### config.mk
export PLATFORM = sky130hd
export DESIGN_NAME = cmd_scheduler_flat
export DESIGN_NICKNAME = d
export VERILOG_FILES = /design/src/rtl/cmd_scheduler_pkg.sv /design/src/rtl/cmd_scheduler_if.sv /design/src/rtl/cmd_scheduler_rr_arbiter.sv /design/src/rtl/cmd_scheduler.sv /design/src/flat_wrapper.sv
export SDC_FILE = /design/constraint.sdc
export NUM_CORES = 1
export LEC_CHECK = 0
export BUFFER_PORTS_ARGS = -buffer_cell sky130_fd_sc_hd__buf_4
export CAP_MARGIN = 20
export CORE_AREA = 2 2 149 151
export DETAILED_ROUTE_END_ITERATION = 7
export DIE_AREA = 0 0 151 153
export PLACE_DENSITY = 0.65
export SLEW_MARGIN = 20
export SYNTH_ARGS = -nofsm -noshare
export SYNTH_HDL_FRONTEND = slang
export SYNTH_SLANG_ARGS = --single-unit
### constraint.sdc
create_clock -name clock -period 14.1 [get_ports clock]
set_input_delay 0.705 -clock clock [delete_from_list [all_inputs] [get_ports clock]]
set_output_delay 0.705 -clock clock [all_outputs]
set_load 0.02 [all_outputs]
### src/rtl/cmd_scheduler_pkg.sv
// Shared types and field widths for the CMD line scheduler.
package cmd_scheduler_pkg;

    localparam int unsigned INDEX_W = 6;
    localparam int unsigned ARG_W   = 32;
    localparam int unsigned RESP_W  = 128;

    typedef enum logic [2:0] {
        ST_IDLE   = 3'd0,
        ST_LAUNCH = 3'd1,
        ST_WAIT   = 3'd2,
        ST_CLOSE  = 3'd3,
        ST_DONE   = 3'd4
    } state_t;

endpackage

### src/rtl/cmd_scheduler_if.sv
// Handshake bundle between the scheduler and the shared CMD line engine.
interface cmd_scheduler_if;
    import cmd_scheduler_pkg::*;

    logic               new_command;
    logic [INDEX_W-1:0] cmd_index;
    logic [ARG_W-1:0]   cmd_argument;
    logic               timeout_enable;
    logic               no_response;
    logic [RESP_W-1:0]  response;
    logic               enable_response;
    logic               ack_response;
    logic               enable_command_complete;
    logic               ack_command_complete;

    modport master (
        output new_command, cmd_index, cmd_argument, timeout_enable, no_response,
        output ack_response, ack_command_complete,
        input  response, enable_response, enable_command_complete
    );

    modport slave (
        input  new_command, cmd_index, cmd_argument, timeout_enable, no_response,
        input  ack_response, ack_command_complete,
        output response, enable_response, enable_command_complete
    );

endinterface

### src/rtl/cmd_scheduler_rr_arbiter.sv
// Round-robin requester selection: combinational search from last+1, registered pointer.
module cmd_scheduler_rr_arbiter #(
    parameter int unsigned NUM_REQ = 2,
    parameter int unsigned GW      = 1
) (
    input  logic               clock,
    input  logic               reset,
    input  logic [NUM_REQ-1:0] req,
    input  logic               take,
    output logic               gnt_valid,
    output logic [GW-1:0]      gnt_idx
);

    logic [GW-1:0] last_q, last_d;
    logic [GW-1:0] cand;

    always_comb begin
        gnt_valid = 1'b0;
        gnt_idx   = '0;
        cand      = '0;
        for (int unsigned off = 1; off <= NUM_REQ; off++) begin
            cand = GW'((32'(last_q) + off) % NUM_REQ);
            if (!gnt_valid && req[cand]) begin
                gnt_valid = 1'b1;
                gnt_idx   = cand;
            end
        end
    end

    always_comb begin
        last_d = last_q;
        if (take) begin
            last_d = gnt_idx;
        end
    end

    // Pointer starts on the highest index so requester 0 wins the first arbitration.
    always_ff @(posedge clock or posedge reset) begin
        if (reset) begin
            last_q <= GW'(NUM_REQ - 1);
        end else begin
            last_q <= last_d;
        end
    end

endmodule

### src/rtl/cmd_scheduler.sv
// Shares one CMD line engine among NUM_REQ command sources, one command at a time,
// with a watchdog that aborts a command the engine never completes.
module cmd_scheduler
    import cmd_scheduler_pkg::*;
#(
    parameter int unsigned NUM_REQ   = 2,
    parameter int unsigned GW        = 1,
    parameter int unsigned WD_CYCLES = 65535,
    parameter int unsigned WD_W      = 16
) (
    input  logic                       clock,
    input  logic                       reset,
    input  logic [NUM_REQ-1:0]         req_valid,
    input  logic [INDEX_W*NUM_REQ-1:0] req_index,
    input  logic [ARG_W*NUM_REQ-1:0]   req_argument,
    input  logic [NUM_REQ-1:0]         req_timeout_en,
    input  logic [NUM_REQ-1:0]         req_no_response,
    output logic [NUM_REQ-1:0]         req_done,
    output logic [RESP_W-1:0]          resp_data,
    output logic                       resp_error,
    output logic                       busy,
    output logic [GW-1:0]              grant_id,
    cmd_scheduler_if.master            eng
);

    state_t             state_q, state_d;
    logic               new_command_q, new_command_d;
    logic [INDEX_W-1:0] cmd_index_q, cmd_index_d;
    logic [ARG_W-1:0]   cmd_argument_q, cmd_argument_d;
    logic               timeout_enable_q, timeout_enable_d;
    logic               no_response_q, no_response_d;
    logic               ack_response_q, ack_response_d;
    logic               ack_cc_q, ack_cc_d;
    logic               resp_seen_q, resp_seen_d;
    logic [RESP_W-1:0]  resp_data_q, resp_data_d;
    logic               resp_error_q, resp_error_d;
    logic               busy_q, busy_d;
    logic [GW-1:0]      grant_id_q, grant_id_d;
    logic [NUM_REQ-1:0] req_done_q, req_done_d;
    logic [WD_W-1:0]    wd_q, wd_d;

    logic               gnt_valid;
    logic [GW-1:0]      gnt_idx;
    logic               take;

    assign take = (state_q == ST_IDLE) && gnt_valid;

    cmd_scheduler_rr_arbiter #(
        .NUM_REQ (NUM_REQ),
        .GW      (GW)
    ) u_arb (
        .clock     (clock),
        .reset     (reset),
        .req       (req_valid),
        .take      (take),
        .gnt_valid (gnt_valid),
        .gnt_idx   (gnt_idx)
    );

    always_comb begin
        state_d          = state_q;
        new_command_d    = new_command_q;
        cmd_index_d      = cmd_index_q;
        cmd_argument_d   = cmd_argument_q;
        timeout_enable_d = timeout_enable_q;
        no_response_d    = no_response_q;
        ack_response_d   = 1'b0;
        ack_cc_d         = ack_cc_q;
        resp_seen_d      = resp_seen_q;
        resp_data_d      = resp_data_q;
        resp_error_d     = resp_error_q;
        grant_id_d       = grant_id_q;
        req_done_d       = '0;
        wd_d             = wd_q;

        unique case (state_q)
            ST_IDLE: begin
                if (gnt_valid) begin
                    cmd_index_d      = req_index[gnt_idx*INDEX_W +: INDEX_W];
                    cmd_argument_d   = req_argument[gnt_idx*ARG_W +: ARG_W];
                    timeout_enable_d = req_timeout_en[gnt_idx];
                    no_response_d    = req_no_response[gnt_idx];
                    grant_id_d       = gnt_idx;
                    new_command_d    = 1'b1;
                    state_d          = ST_LAUNCH;
                end
            end
            ST_LAUNCH: begin
                wd_d        = '0;
                resp_seen_d = 1'b0;
                state_d     = ST_WAIT;
            end
            ST_WAIT: begin
                wd_d = wd_q + 1'b1;
                // One capture per command; a response still held after the ack is ignored.
                if (eng.enable_response && !ack_response_q && !resp_seen_q && !no_response_q) begin
                    resp_data_d    = eng.response;
                    ack_response_d = 1'b1;
                    resp_seen_d    = 1'b1;
                end
                if (eng.enable_command_complete) begin
                    new_command_d = 1'b0;
                    ack_cc_d      = 1'b1;
                    state_d       = ST_CLOSE;
                end else if (wd_q == WD_W'(WD_CYCLES - 1)) begin
                    new_command_d          = 1'b0;
                    resp_error_d           = 1'b1;
                    req_done_d[grant_id_q] = 1'b1;
                    state_d                = ST_DONE;
                end
            end
            ST_CLOSE: begin
                if (!eng.enable_command_complete) begin
                    ack_cc_d               = 1'b0;
                    req_done_d[grant_id_q] = 1'b1;
                    state_d                = ST_DONE;
                end
            end
            ST_DONE: begin
                resp_error_d = 1'b0;
                state_d      = ST_IDLE;
            end
            default: begin
                state_d = ST_IDLE;
            end
        endcase

        busy_d = (state_d != ST_IDLE);
    end

    always_ff @(posedge clock or posedge reset) begin
        if (reset) begin
            state_q          <= ST_IDLE;
            new_command_q    <= 1'b0;
            cmd_index_q      <= '0;
            cmd_argument_q   <= '0;
            timeout_enable_q <= 1'b0;
            no_response_q    <= 1'b0;
            ack_response_q   <= 1'b0;
            ack_cc_q         <= 1'b0;
            resp_seen_q      <= 1'b0;
            resp_data_q      <= '0;
            resp_error_q     <= 1'b0;
            busy_q           <= 1'b0;
            grant_id_q       <= '0;
            req_done_q       <= '0;
            wd_q             <= '0;
        end else begin
            state_q          <= state_d;
            new_command_q    <= new_command_d;
            cmd_index_q      <= cmd_index_d;
            cmd_argument_q   <= cmd_argument_d;
            timeout_enable_q <= timeout_enable_d;
            no_response_q    <= no_response_d;
            ack_response_q   <= ack_response_d;
            ack_cc_q         <= ack_cc_d;
            resp_seen_q      <= resp_seen_d;
            resp_data_q      <= resp_data_d;
            resp_error_q     <= resp_error_d;
            busy_q           <= busy_d;
            grant_id_q       <= grant_id_d;
            req_done_q       <= req_done_d;
            wd_q             <= wd_d;
        end
    end

    assign req_done                 = req_done_q;
    assign resp_data                = resp_data_q;
    assign resp_error               = resp_error_q;
    assign busy                     = busy_q;
    assign grant_id                 = grant_id_q;
    assign eng.new_command          = new_command_q;
    assign eng.cmd_index            = cmd_index_q;
    assign eng.cmd_argument         = cmd_argument_q;
    assign eng.timeout_enable       = timeout_enable_q;
    assign eng.no_response          = no_response_q;
    assign eng.ack_response         = ack_response_q;
    assign eng.ack_command_complete = ack_cc_q;

endmodule

### src/flat_wrapper.sv
// flat-port wrapper written by rule: the top's interface ports become plain ports
module cmd_scheduler_flat import cmd_scheduler_pkg::*;
#(
    parameter int unsigned NUM_REQ   = 2,
    parameter int unsigned GW        = 1,
    parameter int unsigned WD_CYCLES = 65535,
    parameter int unsigned WD_W      = 16
)
  (clock, reset, req_valid, req_index, req_argument, req_timeout_en, req_no_response, req_done, resp_data, resp_error, busy, grant_id, eng_new_command, eng_cmd_index, eng_cmd_argument, eng_timeout_enable, eng_no_response, eng_ack_response, eng_ack_command_complete, eng_response, eng_enable_response, eng_enable_command_complete);
  cmd_scheduler_if eng_i ();
  input  logic clock;
  input  logic reset;
  input  logic [NUM_REQ-1:0] req_valid;
  input  logic [INDEX_W*NUM_REQ-1:0] req_index;
  input  logic [ARG_W*NUM_REQ-1:0] req_argument;
  input  logic [NUM_REQ-1:0] req_timeout_en;
  input  logic [NUM_REQ-1:0] req_no_response;
  output logic [NUM_REQ-1:0] req_done;
  output logic [RESP_W-1:0] resp_data;
  output logic resp_error;
  output logic busy;
  output logic [GW-1:0] grant_id;
  output wire logic [$bits(eng_i.new_command)-1:0] eng_new_command;
  output wire logic [$bits(eng_i.cmd_index)-1:0] eng_cmd_index;
  output wire logic [$bits(eng_i.cmd_argument)-1:0] eng_cmd_argument;
  output wire logic [$bits(eng_i.timeout_enable)-1:0] eng_timeout_enable;
  output wire logic [$bits(eng_i.no_response)-1:0] eng_no_response;
  output wire logic [$bits(eng_i.ack_response)-1:0] eng_ack_response;
  output wire logic [$bits(eng_i.ack_command_complete)-1:0] eng_ack_command_complete;
  input wire logic [$bits(eng_i.response)-1:0] eng_response;
  input wire logic [$bits(eng_i.enable_response)-1:0] eng_enable_response;
  input wire logic [$bits(eng_i.enable_command_complete)-1:0] eng_enable_command_complete;
  assign eng_new_command = eng_i.new_command;
  assign eng_cmd_index = eng_i.cmd_index;
  assign eng_cmd_argument = eng_i.cmd_argument;
  assign eng_timeout_enable = eng_i.timeout_enable;
  assign eng_no_response = eng_i.no_response;
  assign eng_ack_response = eng_i.ack_response;
  assign eng_ack_command_complete = eng_i.ack_command_complete;
  assign eng_i.response = eng_response;
  assign eng_i.enable_response = eng_enable_response;
  assign eng_i.enable_command_complete = eng_enable_command_complete;
  cmd_scheduler #(.NUM_REQ(NUM_REQ), .GW(GW), .WD_CYCLES(WD_CYCLES), .WD_W(WD_W)) u_core (.clock(clock), .reset(reset), .req_valid(req_valid), .req_index(req_index), .req_argument(req_argument), .req_timeout_en(req_timeout_en), .req_no_response(req_no_response), .req_done(req_done), .resp_data(resp_data), .resp_error(resp_error), .busy(busy), .grant_id(grant_id), .eng(eng_i));
endmodule
==> results of run 1 <==
## cells by family after synthesis
kind of cell / Yosys count / share of synthesized area [%]
flip-flops: 197 / 62.2
multiplexers: 170 / 23.5
AND/OR/NAND/NOR: 100 / 5.97
AO/OA/AOI/OAI: 75 / 5.62
buffers and inverters: 40 / 2.43
adder cells (fa/ha/maj): 2 / 0.316
## power groups by stage
stage	logic, uW	clock network, uW	registers, uW
global route	1330	538	1010
detailed placement	1260	0	983
finish	1240	496	974
global placement	1250	0	974
floorplan	395	0	1270
CTS	1260	511	975
## layout by cell type (no fill, tap or decap), drive strengths merged
cell type  count
nand3          8
nor4           3
or2            1
bufinv         2
ha             2
a31oi          1
o221ai         1
buf          393
or3b           2
o211ai         5
mux2         128
nor3b          1
and3           1
a21oi          3
nand2         61
mux2i         42
diode          2
inv           10
or4            1
o311ai         1
nor2           6
a21boi         1
and4           2
and2           1
o21ai         55
dfrtp        196
o31ai          6
clkinv         3
dfstp          1
clkinvlp       4
o21a           1
nor3           3
o41ai          1
clkbuf        18
nor4b          2
nand4          8
## sequential cells by signal, indices dropped and copies added (netlist names)
name and count:
u_core.eng.ack_command_complete 1, u_core.resp_seen_q 1, u_core.eng.no_response 1, u_core.resp_error 1, u_core.eng.ack_response 1, u_core.grant_id 1, u_core.u_arb.last_q 1, u_core.eng.timeout_enable 1
u_core.eng.cmd_index 6, u_core.wd_q 16, u_core.req_done 2, u_core.eng.new_command 1, u_core.busy 1, u_core.resp_data 128, u_core.eng.cmd_argument 32, u_core.state_q 3
## metal layers
| layer | track usage [%] | up-vias | part of all wire, % |
|---|---|---|---|
| met5 | 0 | - | 0.072 |
| met3 | 8.30 | 30 | 11 |
| met1 | 21.3 | 2758 | 37 |
| met2 | 32.7 | 256 | 50 |
| li1 | - | 2817 | - |
| met4 | 7.03 | 2 | 2.6 |
## layout make-up
class | instances | area, um2 | area share [%]
Sequential cell | 197 | 4930 | 42.2
Timing Repair Buffer | 393 | 2950 | 25.3
Multi-Input combinational cell | 347 | 2830 | 24.2
Clock buffer | 18 | 429 | 3.67
Tap cell | 280 | 350 | 3.00
Clock inverter | 14 | 168 | 1.43
Inverter | 5 | 26.3 | 0.225
Antenna cell | 2 | 5.00 | 0.0428
## worst max-delay path: stages (launching register included)
cell and delay (ps):
dfrtp_1 500, nor3b_4 490, nand2_4 550, buf_4 600
mux2_1 430
## worst max path at each step
stage	start	to	slack (ps)	cells after the start
floorplan	reset	u_core.busy	8030	1
global placement	eng_enable_response	u_core.resp_data[1]	11060	5
detailed placement	eng_enable_response	u_core.resp_data[124]	11080	5
CTS	u_core.state_q[0]	u_core.resp_data[1]	11310	4
global route	u_core.state_q[1]	u_core.resp_data[1]	11100	4
finish	u_core.state_q[0]	u_core.resp_data[1]	11320	4
## stage by stage
stage / cell area (um2) / setup WS (ps) / std cells
finish: 11700 / 11320 / 1256
global route: 11700 / 11100 / 1255
CTS: 11700 / 11310 / 1254
detailed placement: 11100 / 11080 / 1222
global placement: 11100 / 11060 / 1222
floorplan: 7930 / 8030 / 584
==> results.sh, run 1 <==
export IMPL_hp_class="input pin to asynchronous set/reset pin"
export IMPL_reg2reg_slack_ps=11320
export IMPL_worst_r2r_cell_count=4
export IMPL_intPower_uw=1670
export IMPL_first_global_vias=5995
export IMPL_h_tree_depth=4
export IMPL_final_util_pct=54.4
export IMPL_finalMaxSlewViolations=0
export IMPL_dp_final_hpwl_mm=16.7
export IMPL_cts_resized=0
export IMPL_drc=0
export IMPL_avgViaCountPerCell=4.67
export IMPL_die_h_um=153
export IMPL_rsz0062_at_grt="false"
export IMPL_routabilityCongestion=0.789
export IMPL_finalSetupTns_ps=0
export IMPL_ys_ff_latch=197
export IMPL_insertion_delay_ps=430
export IMPL_initial_utilization_pct=36.9
export IMPL_p_seq_share_pct=35.9
export IMPL_arrival_ps=3100
export IMPL_status="finished clean"
export IMPL_synthCells=584
export IMPL_cts_tree="built"
export IMPL_fmax_mhz=359
export IMPL_setup_viol=0
export IMPL_grt_overflow=0
export IMPL_postRouteAntennaNets=0
export IMPL_synth_most_common_cell="dfrtp_1"
export IMPL_fillerInstances=1863
export IMPL_antenna_found_initial=3
export IMPL_cts_hold_buffers_added=0
export IMPL_core_area_um2=21500
export IMPL_fin_nets=1177
export IMPL_synth_common_cells="196 x dfrtp_1, 118 x mux2_2, 61 x nand2_1, 54 x o21ai_0, 42 x mux2i_1"
export IMPL_clock_path_buffers=2
export IMPL_pwr_share_comb_pct=45.8
export IMPL_clock_sinks=197
export IMPL_leakage_uw=0.00577
export IMPL_relSlewSlack_pct=42.6
export IMPL_swShare_pct=38.3
export IMPL_synth_top_cell_area_share_pct=61.9
export IMPL_cts_buffers=17
export IMPL_yosys_area_top_type="dfrtp_1"
export IMPL_crit_type="register to register"
export IMPL_yosys_most_used_dff="dfrtp_1"
export IMPL_syn2layout_area_growth_pct=47.4
export IMPL_avgSynthCellArea_um2=13.6
export IMPL_period_minus_slack_ps=2780
export IMPL_fp_dieW_um=151
export IMPL_r2r_start="u_core.state_q[0]"
export IMPL_crit_path_start_kind="register"
export IMPL_synthTopCellsByArea="dfrtp_1 62%, mux2_2 17%, mux2i_1 5.3%, o21ai_0 3.4%, nand2_1 2.9%"
export IMPL_synth_edff_count=0
export IMPL_r2r_end="u_core.resp_data[1]"
export IMPL_finClkSkew_ps=9.08
export IMPL_drt_iter0_markers=217
export IMPL_routed_wl_mm=22.1
export IMPL_ys_seq_area_share_pct=62.2
export IMPL_drive_gt1_share_pct=56.6
export IMPL_vias=5863
export IMPL_clockPowerShare_pct=18.3
export IMPL_io_pins=390
export IMPL_clockRootBuffer="clkbuf_16"
export IMPL_grt_max_degree=119
export IMPL_total_power_uw=2710
export IMPL_path_clk_slew_ps=80
export IMPL_tightest_slew_ps=860
export IMPL_worst_ep_required_time_ps=14420
export IMPL_period_share_pct=19.7
export IMPL_syn_nets=800
export IMPL_grt_use_total_pct=19.2
export IMPL_maxCapViolCount=0
export IMPL_p_switching_uw=1040
export IMPL_io_buffers=389
export IMPL_fin_hold_ws_ps=429
export IMPL_ys_warn_count=0
export IMPL_end_kind="register"
export IMPL_syn_area_um2=7930
export IMPL_power_density_nw_per_um2=232
export IMPL_ys_types=38
export IMPL_hold_violations=0
export IMPL_crit_fanout=67
export IMPL_rows=54
export IMPL_first_pass_iters=4
export IMPL_ir_worst_vdd_v=0.000106
export IMPL_wl_per_cell_um=17.6
export IMPL_synthArstFlopShare_pct=100
export IMPL_cts_setup_buffers=0
export IMPL_grt_pass1_wl_mm=33.7
export IMPL_die_area_um2=23100
(Power assumes the default switching activity.)
==> inputs of run 2 (changes only) <==
--- a/config.mk
+++ b/config.mk
@@ -7,10 +7,10 @@
 export LEC_CHECK = 0
 export BUFFER_PORTS_ARGS = -buffer_cell sky130_fd_sc_hd__buf_4
 export CAP_MARGIN = 20
-export CORE_AREA = 2 2 149 151
+export CORE_AREA = 2 2 151 153
 export DETAILED_ROUTE_END_ITERATION = 7
-export DIE_AREA = 0 0 151 153
-export PLACE_DENSITY = 0.65
+export DIE_AREA = 0 0 153 155
+export PLACE_DENSITY = 0.63
 export SLEW_MARGIN = 20
 export SYNTH_ARGS = -nofsm -noshare
 export SYNTH_HDL_FRONTEND = slang
==> constraint.sdc (replaced) <==
create_clock -name clock -period 2.9 [get_ports clock]
set_input_delay 0.145 -clock clock [delete_from_list [all_inputs] [get_ports clock]]
set_output_delay 0.145 -clock clock [all_outputs]
set_load 0.02 [all_outputs]
==> results.sh, run 2 (synthesized netlist as in run 1, its figures left out) <==
export IMPL_status="finished clean"
export IMPL_grt_max_degree=131
export IMPL_routabilityCongestion=0.757
export IMPL_first_pass_iters=4
export IMPL_drt_iter0_markers=267
export IMPL_arrival_ps=2260
export IMPL_post_dp_cell_area_um2=11200
export IMPL_dp_final_hpwl_mm=15.6
export IMPL_core_area_um2=22200
export IMPL_fin_hold_ws_ps=11.4
export IMPL_worst_slack_ps=946
export IMPL_end_kind="register"
export IMPL_fp_dieW_um=153
export IMPL_cts_tree="built"
export IMPL_mostFrequentLayoutCell="buf_4"
export IMPL_drc=0
export IMPL_syn2layout_area_growth_pct=67.1
export IMPL_crit_type="register to register"
export IMPL_clock_sinks=197
export IMPL_hold_violations=0
export IMPL_postRouteAntennaNets=0
export IMPL_vias=6525
export IMPL_path_clk_slew_ps=70
export IMPL_r2r_start="u_core.eng.ack_response"
export IMPL_hold_depth=3
export IMPL_wl_per_cell_um=16.2
export IMPL_finalSetupTns_ps=0
export IMPL_worst_ep_required_time_ps=3210
export IMPL_cp_cell_sequence="nor4b_1 -> nand2_4 -> buf_12 -> mux2_2"
export IMPL_whs_endpoint="u_core.eng.cmd_argument[5]"
export IMPL_diodes=0
export IMPL_power_density_nw_per_um2=1000
export IMPL_reg2reg_slack_ps=950
export IMPL_rows=55
export IMPL_ir_worst_vdd_v=0.000543
export IMPL_layout_common_cells="391 x buf_4, 196 x dfrtp_1, 152 x dlygate4sd3_1"
export IMPL_crit_path_start_kind="register"
export IMPL_fmax_mhz=512
export IMPL_largest_reg_flops=128
export IMPL_antenna_found_initial=0
export IMPL_first_global_vias=6833
export IMPL_cts_resized=0
export IMPL_rsz0062_at_grt="false"
export IMPL_grt_pass1_wl_mm=36.1
export IMPL_initial_utilization_pct=35.7
export IMPL_pre_cts_slack_ps=958
export IMPL_grt_use_total_pct=19.1
export IMPL_finClkSkew_ps=8.94
export IMPL_io_buffers=389
export IMPL_worst_r2r_cell_count=4
export IMPL_period_minus_slack_ps=1950
export IMPL_io_pins=390
export IMPL_fin_nets=1331
export IMPL_cp_top_family="simple AND/OR/NAND/NOR gates"
export IMPL_clockRootBuffer="clkbuf_16"
export IMPL_die_h_um=155
export IMPL_period_share_pct=67.4
export IMPL_cts_buffers=17
export IMPL_relSlewSlack_pct=46.8
export IMPL_r2r_end="u_core.resp_data[65]"
export IMPL_final_util_pct=59.6
export IMPL_fin_area_um2=13300
export IMPL_worst_path_largest_cell_delay_ps=520
export IMPL_setup_viol=0
export IMPL_cp_num_buf_inv=1
export IMPL_insertion_delay_ps=430
export IMPL_crit_fanout=130
export IMPL_leakage_uw=0.00643
export IMPL_cp_slowest_cell="nor4b_1"
export IMPL_routed_wl_mm=22.9
export IMPL_hp_class="input pin to register"
export IMPL_worstHoldStart="req_argument[37]"
export IMPL_finalMaxSlewViolations=0
export IMPL_die_area_um2=23700
export IMPL_tightest_slew_ps=799
export IMPL_h_tree_depth=4
export IMPL_grt_overflow=0
export IMPL_maxCapViolCount=0
export IMPL_drive_gt1_share_pct=49.1
export IMPL_clock_path_buffers=2
export IMPL_avgViaCountPerCell=4.62
run 2: changes by cell type in the layout (fill, tap and decap cells not counted), sizes merged:
| cell | previous run | this run |
|---|---|---|
| dlygate4sd3 | 0 | 152 |
| clkinv | 3 | 7 |
| buf | 393 | 395 |
| bufinv | 2 | 0 |
| clkinvlp | 4 | 2 |
| diode | 2 | 0 |
run 2: power by group:
group / internal [uW] / switching (uW) / total, uW / leakage (uW)
combinational: 2980 / 3270 / 6240 / 0.00374
clock: 1170 / 1140 / 2300 / 0.000283
sequential: 4030 / 726 / 4750 / 0.00241
total: 8170 / 5130 / 13300 / 0.00643
run 2: timing repair:
item / in CTS / in global routing
hold buffers: 152 / 0
buffers inserted: 0 / 0
endpoints found under the hold margin: 159 / 0
run 2: worst max path at each step:
stage | to | cells after the start | slack, ps | from
after floorplan | u_core.busy | 1 | 210 | reset
after global placement | u_core.wd_q[14] | 4 | 1000 | u_core.state_q[0]
after detailed placement | u_core.eng.cmd_argument[6] | 4 | 960 | u_core.state_q[0]
after CTS | u_core.wd_q[14] | 4 | 950 | u_core.state_q[0]
after global routing | u_core.eng.cmd_argument[24] | 4 | 790 | u_core.state_q[0]
final | u_core.resp_data[65] | 4 | 950 | u_core.eng.ack_response
run 2: metrics by stage:
stage,total power (uW),std cells
CTS,13400,1413
floorplan,8100,584
finish,13300,1413
global route,14100,1413
global placement,10800,1229
detailed placement,10900,1229
run 2: final cells by class:
type	instances	area, um2
clock buffer	18	439
clock inverter	14	140
fill	1773	8980
inverter	5	22.5
multi-input combinational	347	2830
sequential	197	4930
tap	285	357
timing repair buffer	547	4540
run 2: metal layers:
layer	track usage [%]	up-vias	part of all wire, %
li1	-	3131	-
met2	33.1	260	51
met5	0	-	0
met3	4.87	43	6.4
met1	23.1	3091	40
met4	7.19	0	2.9
run 2: tightest hold or removal path: cells and delay by family:
kind,cells,cell delay [ps]
AO/OA/AOI/OAI,1,120
multiplexers,1,50
buffers and inverters,1,80
==> inputs of run 3 (changes only) <==
--- a/config.mk
+++ b/config.mk
@@ -7,9 +7,9 @@
 export LEC_CHECK = 0
 export BUFFER_PORTS_ARGS = -buffer_cell sky130_fd_sc_hd__buf_4
 export CAP_MARGIN = 20
-export CORE_AREA = 2 2 151 153
+export CORE_AREA = 2 2 154 156
 export DETAILED_ROUTE_END_ITERATION = 7
-export DIE_AREA = 0 0 153 155
+export DIE_AREA = 0 0 156 158
 export PLACE_DENSITY = 0.63
 export SLEW_MARGIN = 20
 export SYNTH_ARGS = -nofsm -noshare
==> constraint.sdc (replaced) <==
create_clock -name clock -period 1.69 [get_ports clock]
set_input_delay 0.0845 -clock clock [delete_from_list [all_inputs] [get_ports clock]]
set_output_delay 0.0845 -clock clock [all_outputs]
set_load 0.02 [all_outputs]
==> results.sh, run 3 (synthesized netlist as in run 1, its figures left out) <==
export IMPL_finalMaxSlewViolations=0
export IMPL_relSlewSlack_pct=60.8
export IMPL_io_buffers=389
export IMPL_initial_utilization_pct=34.4
export IMPL_routed_wl_mm=25.3
export IMPL_crit_type="register to register"
export IMPL_finClkSkew_ps=12.7
export IMPL_cts_tree="built"
export IMPL_syn2layout_area_growth_pct=78.2
export IMPL_power_density_nw_per_um2=1670
export IMPL_grt_use_total_pct=19.8
export IMPL_die_h_um=158
export IMPL_period_minus_slack_ps=1660
export IMPL_crit_fanout=42
export IMPL_hold_violations=0
export IMPL_fp_dieW_um=156
export IMPL_pre_cts_slack_ps=-96.3
export IMPL_leakage_uw=0.00682
export IMPL_worst_path_largest_cell_delay_ps=420
export IMPL_pwr_share_comb_pct=48.4
export IMPL_clockPowerShare_pct=17.1
export IMPL_worst_slack_ps=29.7
export IMPL_io_pins=390
export IMPL_total_power_uw=23600
export IMPL_cp_top_family="flip-flops"
export IMPL_ir_worst_vdd_v=0.000723
export IMPL_crit_path_start_kind="register"
export IMPL_p_seq_share_pct=34.5
export IMPL_cts_buffers=17
export IMPL_maxCapViolCount=0
export IMPL_largest_reg_flops=128
export IMPL_swShare_pct=38.7
export IMPL_drt_iter0_markers=309
export IMPL_cp_slowest_cell="dfrtp_1"
export IMPL_die_area_um2=24600
export IMPL_first_global_vias=7199
export IMPL_h_tree_depth=4
export IMPL_p_switching_uw=9120
export IMPL_layout_common_cells="407 x buf_4, 210 x dlygate4sd3_1, 195 x dfrtp_1"
export IMPL_first_pass_iters=4
export IMPL_intPower_uw=14500
export IMPL_drive_gt1_share_pct=48.6
export IMPL_path_clk_slew_ps=80
export IMPL_worst_ep_required_time_ps=2010
export IMPL_period_share_pct=98.2
export IMPL_clock_sinks=197
export IMPL_grt_max_degree=105
export IMPL_clock_path_buffers=2
export IMPL_grt_overflow=0
export IMPL_clockRootBuffer="clkbuf_16"
export IMPL_rsz0062_at_grt="true"
export IMPL_mostFrequentLayoutCell="buf_4"
export IMPL_tightest_slew_ps=587
export IMPL_fmax_mhz=602
export IMPL_hp_class="input pin to register"
export IMPL_core_area_um2=23100
export IMPL_cp_num_buf_inv=2
export IMPL_fin_nets=1410
export IMPL_postRouteAntennaNets=0
export IMPL_antenna_found_initial=1
export IMPL_vias=6946
export IMPL_cp_cell_sequence="nor4b_4 -> buf_4 -> nand2_4 -> buf_12 -> mux2_1"
export IMPL_insertion_delay_ps=440
export IMPL_status="finished clean"
export IMPL_avgViaCountPerCell=4.64
export IMPL_fillerInstances=1754
export IMPL_routabilityCongestion=0.748
export IMPL_grt_pass1_wl_mm=38.1
export IMPL_setup_viol=0
export IMPL_rows=56
export IMPL_dp_final_hpwl_mm=17.1
export IMPL_end_kind="register"
export IMPL_arrival_ps=1980
export IMPL_drc=0
export IMPL_wl_per_cell_um=16.9
==> run 3: changes by cell type in the layout (fill, tap and decap cells not counted), moves of 3 or more <==
cell and delta:
clkinv_8 +3, dlygate4sd3_1 +58, o21ai_1 +4, buf_12 +3, buf_4 +16, o21ai_0 -5
==> run 3: worst paths after layout <==
check / from / to / slack [ps] / cells after the start
setup reg to reg: u_core.eng.ack_response / u_core.resp_data[2] / 30 / 5
hold / removal: req_valid[0] / u_core.u_arb.last_q / 150 / 5
setup / recovery: u_core.eng.ack_response / u_core.resp_data[2] / 30 / 5
hold reg to reg: u_core.u_arb.last_q / u_core.u_arb.last_q / 480 / 2
max in group asynchronous: reset / u_core.resp_data[68] / 830 / 4
min in group asynchronous: reset / u_core.resp_data[115] / 350 / 4
==> run 3: metal layers <==
layer	routed length (um)	share of wire (%)	GRT usage [%]	up-vias
met1	9800	39	22.4	3347
met4	545	2.2	6.95	0
met5	0	0	0	-
li1	-	-	-	3293
met3	1710	6.8	5.26	37
met2	13200	52	36.1	269
==> run 3: cell type report <==
| cell class | instances | area [um2] | area share, % |
|---|---|---|---|
| Antenna cell | 1 | 2.50 | 0.0177 |
| Clock buffer | 18 | 439 | 3.11 |
| Clock inverter | 14 | 160 | 1.13 |
| Inverter | 5 | 22.5 | 0.159 |
| Multi-Input combinational cell | 347 | 2880 | 20.4 |
| Sequential cell | 197 | 4930 | 34.9 |
| Tap cell | 290 | 363 | 2.57 |
| Timing Repair Buffer | 626 | 5330 | 37.7 |
==> run 3: tightest hold or removal path: cells and delay by family <==
family	cells	cell delay [ps]
buf+inv	1	120
simple gates	4	370
==> run 3: power by group through the flow <==
stage / Sequential [uW] / Clock [uW] / Combinational [uW]
2_1_floorplan: 10600 / 0 / 3340
3_3_place_gp: 8110 / 0 / 10800
3_5_place_dp: 8170 / 0 / 10900
4_1_cts: 8120 / 4170 / 11300
5_1_grt: 8420 / 4400 / 12100
6_report: 8150 / 4020 / 11400
==> run 3: timing repair <==
item | CTS | global route
setup endpoints to repair | 133 | 135
cloned | 0 | 1
buffers inserted | 0 | 2
endpoints found under the hold margin | 371 | 0
resized for setup | 5 | 15
hold buffers | 210 | 0
pin swaps | 1 | 4
==> run 3: per-stage QoR <==
stage	std cells	hold slack, ps	area (um2)	setup TNS [ps]	util, %
finish	1498	148	14100	0	61.3
global route	1498	159	14100	-354	61.3
CTS	1494	103	14100	-33.0	61.0
detailed placement	1252	304	11300	-6310	49.1
global placement	1252	299	11300	-4880	49.1
floorplan	584	155	7960	-184620	-
